**config.mk**
```make
export PLATFORM = sky130hd
export DESIGN_NAME = spi_target
export DESIGN_NICKNAME = d
export VERILOG_FILES = /design/src/rtl/spi_target.sv
export SDC_FILE = /design/constraint.sdc
export NUM_CORES = 1
export LEC_CHECK = 0
export CORE_UTILIZATION = 42
export DETAILED_ROUTE_END_ITERATION = 10
export HOLD_SLACK_MARGIN = 0.15
export RECOVER_POWER = 50
export SYNTH_ARGS = -nofsm -noshare
export SYNTH_HDL_FRONTEND = slang
export SYNTH_SLANG_ARGS = --single-unit
export TNS_END_PERCENT = 10
```
**constraint.sdc**
```tcl
create_clock -name clock -period 2 [get_ports clock]
set_input_delay 0.2 -clock clock [delete_from_list [all_inputs] [get_ports clock]]
set_output_delay 0.2 -clock clock [all_outputs]
set_load 0.01 [all_outputs]
```
**src/rtl/spi_target.sv**
```systemverilog
// rtl/spi_target.sv - SPI target with one-byte transmit buffer and selectable CPOL/CPHA
//
// Purpose: byte-oriented SPI target sampled entirely in the system clock domain.
// sclk, cs and pico pass through two-flop synchronizers and sclk edges are found
// by comparing the synchronized level with its previous value, so sclk must run
// at clock/8 or slower.
//
// Ports:
//   clock, reset        system clock (rising edge) and async active-low reset
//   sclk, pico, cs      SPI serial clock, controller data in, active-low select
//   poci, poci_oe       target data out and its pin enable (enable only when selected)
//   tx_data, tx_valid   byte offered to the one-entry transmit buffer
//   tx_ready            buffer can take a byte this cycle
//   rx_data, rx_valid   last complete received byte; rx_valid pulses one cycle after it updates
//   underrun            pulses when a byte is loaded while the buffer is empty (0x00 sent)
//   busy                high while selected
module spi_target #(
  parameter logic CPOL = 1'b0,
  parameter logic CPHA = 1'b0
) (
  input  logic       clock,
  input  logic       reset,
  input  logic       sclk,
  input  logic       pico,
  input  logic       cs,
  output logic       poci,
  output logic       poci_oe,
  input  logic [7:0] tx_data,
  input  logic       tx_valid,
  output logic       tx_ready,
  output logic [7:0] rx_data,
  output logic       rx_valid,
  output logic       underrun,
  output logic       busy
);

  localparam logic IDLE     = 1'b0;
  localparam logic SELECTED = 1'b1;

  logic       sclk_meta, sclk_sync, sclk_prev;
  logic       cs_meta, cs_sync;
  logic       pico_meta, pico_sync;
  logic [1:0] warm;
  logic       armed;
  logic       state;
  logic [2:0] bit_cnt;
  logic [6:0] shift_in;
  logic [7:0] out_reg;
  logic [7:0] buf_data;
  logic       buf_full;
  logic       rx_pend;

  logic lead_edge, trail_edge, sample_edge, shift_edge;
  logic active, go_select, leave;
  logic do_sample, do_load, do_shift, accept;

  assign lead_edge   = (sclk_sync != CPOL) && (sclk_prev == CPOL);
  assign trail_edge  = (sclk_sync == CPOL) && (sclk_prev != CPOL);
  assign sample_edge = CPHA ? trail_edge : lead_edge;
  assign shift_edge  = CPHA ? lead_edge : trail_edge;

  // armed only after the synchronizer holds a real pin value that was high, so
  // a cs held low across reset release does not start a transfer.
  assign go_select = (state == IDLE) && armed && !cs_sync;
  assign leave     = (state == SELECTED) && cs_sync;
  assign active    = (state == SELECTED) && !cs_sync;

  assign do_sample = active && sample_edge;
  // A shift edge seen with the bit counter at 0 starts a new byte: for CPHA=1 it
  // is the first edge of the byte, for CPHA=0 it follows the 8th sample.
  assign do_load   = (!CPHA && go_select) || (active && shift_edge && (bit_cnt == 3'd0));
  assign do_shift  = active && shift_edge && (bit_cnt != 3'd0);

  // The slot freed by a load can be refilled in the same cycle.
  assign tx_ready = !buf_full || do_load;
  assign accept   = tx_valid && tx_ready;

  assign busy    = (state == SELECTED);
  assign poci_oe = busy;
  assign poci    = busy && out_reg[7];

  always_ff @(posedge clock or negedge reset) begin
    if (!reset) begin
      sclk_meta <= CPOL;
      sclk_sync <= CPOL;
      sclk_prev <= CPOL;
      cs_meta   <= 1'b1;
      cs_sync   <= 1'b1;
      pico_meta <= 1'b0;
      pico_sync <= 1'b0;
      warm      <= 2'b00;
      armed     <= 1'b0;
    end else begin
      sclk_meta <= sclk;
      sclk_sync <= sclk_meta;
      sclk_prev <= sclk_sync;
      cs_meta   <= cs;
      cs_sync   <= cs_meta;
      pico_meta <= pico;
      pico_sync <= pico_meta;
      warm      <= {warm[0], 1'b1};
      armed     <= armed || (warm[1] && cs_sync);
    end
  end

  always_ff @(posedge clock or negedge reset) begin
    if (!reset) begin
      state    <= IDLE;
      bit_cnt  <= 3'd0;
      shift_in <= 7'd0;
      rx_data  <= 8'h00;
      rx_pend  <= 1'b0;
      rx_valid <= 1'b0;
    end else begin
      if (go_select) begin
        state <= SELECTED;
      end else if (leave) begin
        state <= IDLE;
      end

      rx_pend  <= 1'b0;
      rx_valid <= rx_pend;
      if (leave) begin
        bit_cnt <= 3'd0;
      end else if (do_sample) begin
        bit_cnt  <= bit_cnt + 3'd1;
        shift_in <= {shift_in[5:0], pico_sync};
        if (bit_cnt == 3'd7) begin
          rx_data <= {shift_in, pico_sync};
          rx_pend <= 1'b1;
        end
      end
    end
  end

  always_ff @(posedge clock or negedge reset) begin
    if (!reset) begin
      out_reg  <= 8'h00;
      buf_data <= 8'h00;
      buf_full <= 1'b0;
      underrun <= 1'b0;
    end else begin
      underrun <= do_load && !buf_full;
      if (do_load) begin
        out_reg <= buf_full ? buf_data : 8'h00;
      end else if (do_shift) begin
        out_reg <= {out_reg[6:0], 1'b0};
      end

      if (accept) begin
        buf_data <= tx_data;
        buf_full <= 1'b1;
      end else if (do_load) begin
        buf_full <= 1'b0;
      end
    end
  end

endmodule

```
==> summary.log <==
INFO  critical_path  launching_point_of_the_worst_reg2reg_path=bit_cnt[0]
INFO  clocking       htree_levels=2
INFO  sta            timing.fmax=513.3MHz
INFO  sta            period_share=0.9741
INFO  logic_synthesis mapped_cell_area=1924um2
INFO  final_layout   instances_no_fill=216
INFO  logic_synthesis asyncSetResetFlopFracSynth=1.000
INFO  global_route   grt_pass1_wl=5837um
INFO  power          switching_share=0.2436
INFO  logic_synthesis syn_area_per_cell=15.15um2
INFO  logic_synthesis dominant_combinational_cell_family_by_area_after_synthesis=multiplexers
INFO  routing        firstDrtPassIters=4
INFO  power          p_int=1.530mW
INFO  place          numPortBuffers=27
INFO  power          p_clk_frac=0.273
INFO  logic_synthesis edff_count_synth=0
INFO  sta            fin_skew=0.004068ns
INFO  global_route   number_of_global_route_vias_before_repair=1220
INFO  clocking       cts.sink_count=49
INFO  logic_synthesis yosys_most_used_dff=dfrtp_1
INFO  power          p_seq_frac=0.595
INFO  routing        viasPerCell=5.245
INFO  critical_path  worst_path_required=1.80ns
INFO  sta            worst-slew-pin-transition=1.433ns
INFO  outcome        status=completed
INFO  floorplanning  start_util=0.4389
INFO  power          vdd_ir_drop_max=0.4564mV
INFO  global_route   grt_start_max_net_pins=26
INFO  critical_path  crit_slowest_cell=dfstp_2
INFO  logic_synthesis post_synth_and_or_nand_nor_area_fraction=0.08778
INFO  critical_path  worst_ep_arrival_time=1.75ns
INFO  critical_path  crit_path_max_fanout=12
INFO  global_route   global_route.overflow_total=0
INFO  critical_path  timing_worst_setup_path_type=reg2out
INFO  final_layout   final_core_util=0.5425
INFO  final_layout   n_antenna_cell=0
INFO  critical_path  worst-r2r-cell-count=6
INFO  logic_synthesis synth_area_leaders=dfrtp_1, mux2_2, a221o_1, dfstp_2, and3_1
INFO  logic_synthesis synth.ff_latch_count=49
INFO  routing        avgRoutedWirePerCell=15.44um
INFO  routing        wl_met2=1606um
INFO  logic_synthesis xor_xnor_share_of_the_synthesized_area=0
INFO  critical_path  critPathCaptureType=output pin
INFO  power          p_leak=1.113nW
INFO  floorplanning  floorplan_row_count=24
INFO  floorplanning  coreArea=4384um2
INFO  clocking       insertion_delay=0.30ns
INFO  routing        dr.max_layer_used=met4
INFO  routing        detailedRoute.firstIterationViolations=118
INFO  routing        route.antenna.remaining_nets=0
INFO  final_layout   final_layout_size_suffix_gt1_frac=0.2683
INFO  logic_synthesis synthDominantAreaCellType=dfrtp_1
INFO  sta            grt_setup_unrepaired=no
INFO  power          power_density=850.3nW/um2
INFO  logic_synthesis syn_nets=144
INFO  place          gpl.final_weighted_congestion=0.7440
INFO  critical_path  rr_endpoint=buf_data[4]
INFO  critical_path  worstSetupEndpoint=tx_ready
INFO  floorplanning  fp.dieH=69.69um
INFO  power          total_switching_power=0.4926mW
INFO  sta            slew_limit_headroom=0.04498
INFO  clocking       clock_transition_at_the_registers_of_the_reported_paths=0.08ns
INFO  run            max_cap_violations=0
INFO  clocking       clockRootBuffer=clkbuf_8
INFO  final_layout   syn2layout_area_growth=23.60%
INFO  routing        routedLengthMet1=1542um
INFO  sta            timing.final.setup_violations=0
INFO  global_route   groute.usage.overall=0.1578
INFO  logic_synthesis ys_seq_area_frac=0.6385
INFO  critical_path  start_point_of_the_critical_path=cs_sync
INFO  routing        wl_met3=135um
INFO  floorplanning  top_level_ports=28
INFO  worst_hold_path timing.hold.worst.class=reg2reg
INFO  global_route   antenna_violations_before_repair=0
INFO  power          fin_total_pwr=2.022mW
INFO  logic_synthesis yosys.cell_types.count=29
INFO  power          part_of_the_total_power_dissipated_in_combinational_logic=0.133
INFO  logic_synthesis yosys-top-cells-count=dfrtp_1, mux2_2, a221o_1, and3_1, inv_1
INFO  logic_synthesis yosysWarnings=0
INFO  final_layout   final_nets=180
INFO  critical_path  timing.reg2reg.setup_slack=0.18ns
INFO  routing        finalWirelength=3335um
INFO  logic_synthesis post_synth_mux_area_share=0.1404
INFO  clocking       clk_path_buf_depth=2
INFO  sta            maxSlewViolCount=0
INFO  clocking       cts_tree=yes
INFO  sta            setup_tns=0ns
INFO  logic_synthesis synth.top_cell.area_share=0.6112
INFO  sta            min_period=1.948ns
INFO  floorplanning  dieWidth=69.69um
INFO  critical_path  crit_path_cell_trace=and4bb_4 > a311o_1 > dlygate4sd2_1
INFO  routing        drt_drc_violations_left=0
INFO  place          detailedPlacementHpwl=2237um
INFO  logic_synthesis synth_adder_area_share=0.01951
INFO  floorplanning  die-area=4857um2
INFO  sta            timing_hold_violations_final=0
INFO  place          dp.cells=206
INFO  critical_path  worst_path_largest_cell_delay=0.54ns
INFO  clocking       cts_made_buffers=5
INFO  routing        detailroute.via_count=1133
INFO  logic_synthesis synthesized_area_fraction_occupied_by_ao_oa_aoi_and_oai_cells=0.08713
INFO  critical_path  worst_setup_path_start_kind=flip-flop
INFO  logic_synthesis synthMostInstantiatedCell=dfrtp_1
INFO  logic_synthesis post_synth_inst_count=127
layer usage:
layer | vias to the layer above | track usage
met3 | 4 | 0.04215
met2 | 27 | 0.2449
li1 | 531 | -
met5 | - | 0
met4 | 0 | 0.07333
met1 | 571 | 0.2074
kinds of logic after synthesis:
group                      Yosys count
buffers and inverters               10
DFF                                 49
other                                1
and+or+nand+nor                     23
muxes                               24
adders and majority gates            3
AOI/OAI and AO/OA                   17
power groups by stage:
stage                     logic, mW  registers, mW  clock network [mW]
final                         0.268           1.20               0.552
after floorplan               0.171           1.19                   0
after global placement        0.261           1.22                   0
after global routing          0.297           1.22               0.613
after detailed placement      0.272           1.22                   0
after CTS                     0.276           1.20               0.572
worst min-delay path by stage:
| stage | from | endpoint | slack [ns] | cells after the start |
|---|---|---|---|---|
| finish | rx_pend | rx_valid | 0.36 | 0 |
| global route | rx_pend | rx_valid | 0.36 | 0 |
| CTS | cs | cs_meta | 0.29 | 1 |
| detailed placement | reset | buf_data[4] | 0.24 | 1 |
| global placement | reset | buf_data[4] | 0.22 | 1 |
| floorplan | reset | armed | -0.1 | 0 |
placed cells by master (no fill, tap or decap), types with 3 or more instances in the layout:
cell	instances
mux2_2	24
clkbuf_8	5
clkdlybuf4s50_1	22
and4bb_2	3
dlygate4sd3_1	4
a221o_1	7
and3_1	7
dfrtp_1	47
clkbuf_1	3
ha_1	3
inv_1	6
nor2_1	4
worst max-delay path: cells and delay by family, from the launching register on:
kind	cells	cell delay (ns)
and+or+nand+nor	1	0.24
buffers and inverters	1	0.29
AOI/OAI and AO/OA	1	0.38
DFF	1	0.54
per-stage QoR:
step	instance area (um2)	worst slack, ns	hold WS, ns
after floorplan	1924	0.2758	-0.09559
after global placement	2285	0.1641	0.2203
after detailed placement	2285	0.1304	0.2397
after CTS	2384	0.04385	0.2881
after global routing	2379	0.005642	0.3637
final	2379	0.05182	0.3559
cell type report:
class | instances | area, um2
Fill cell | 368 | 2006
Clock buffer | 6 | 72.57
Timing Repair Buffer | 33 | 331.6
Tap cell | 52 | 65.06
Multi-Input combinational cell | 68 | 648.1
Clock inverter | 2 | 10.01
Inverter | 6 | 22.52
Sequential cell | 49 | 1229
timing repair:
action                     in CTS  in global routing
setup endpoints to repair       1                  0
gates resized for setup         1                  0
buffers inserted                1                  0
hold buffers                    1                  0
hold endpoints to repair       22                  0
(Power assumes the default switching activity.)
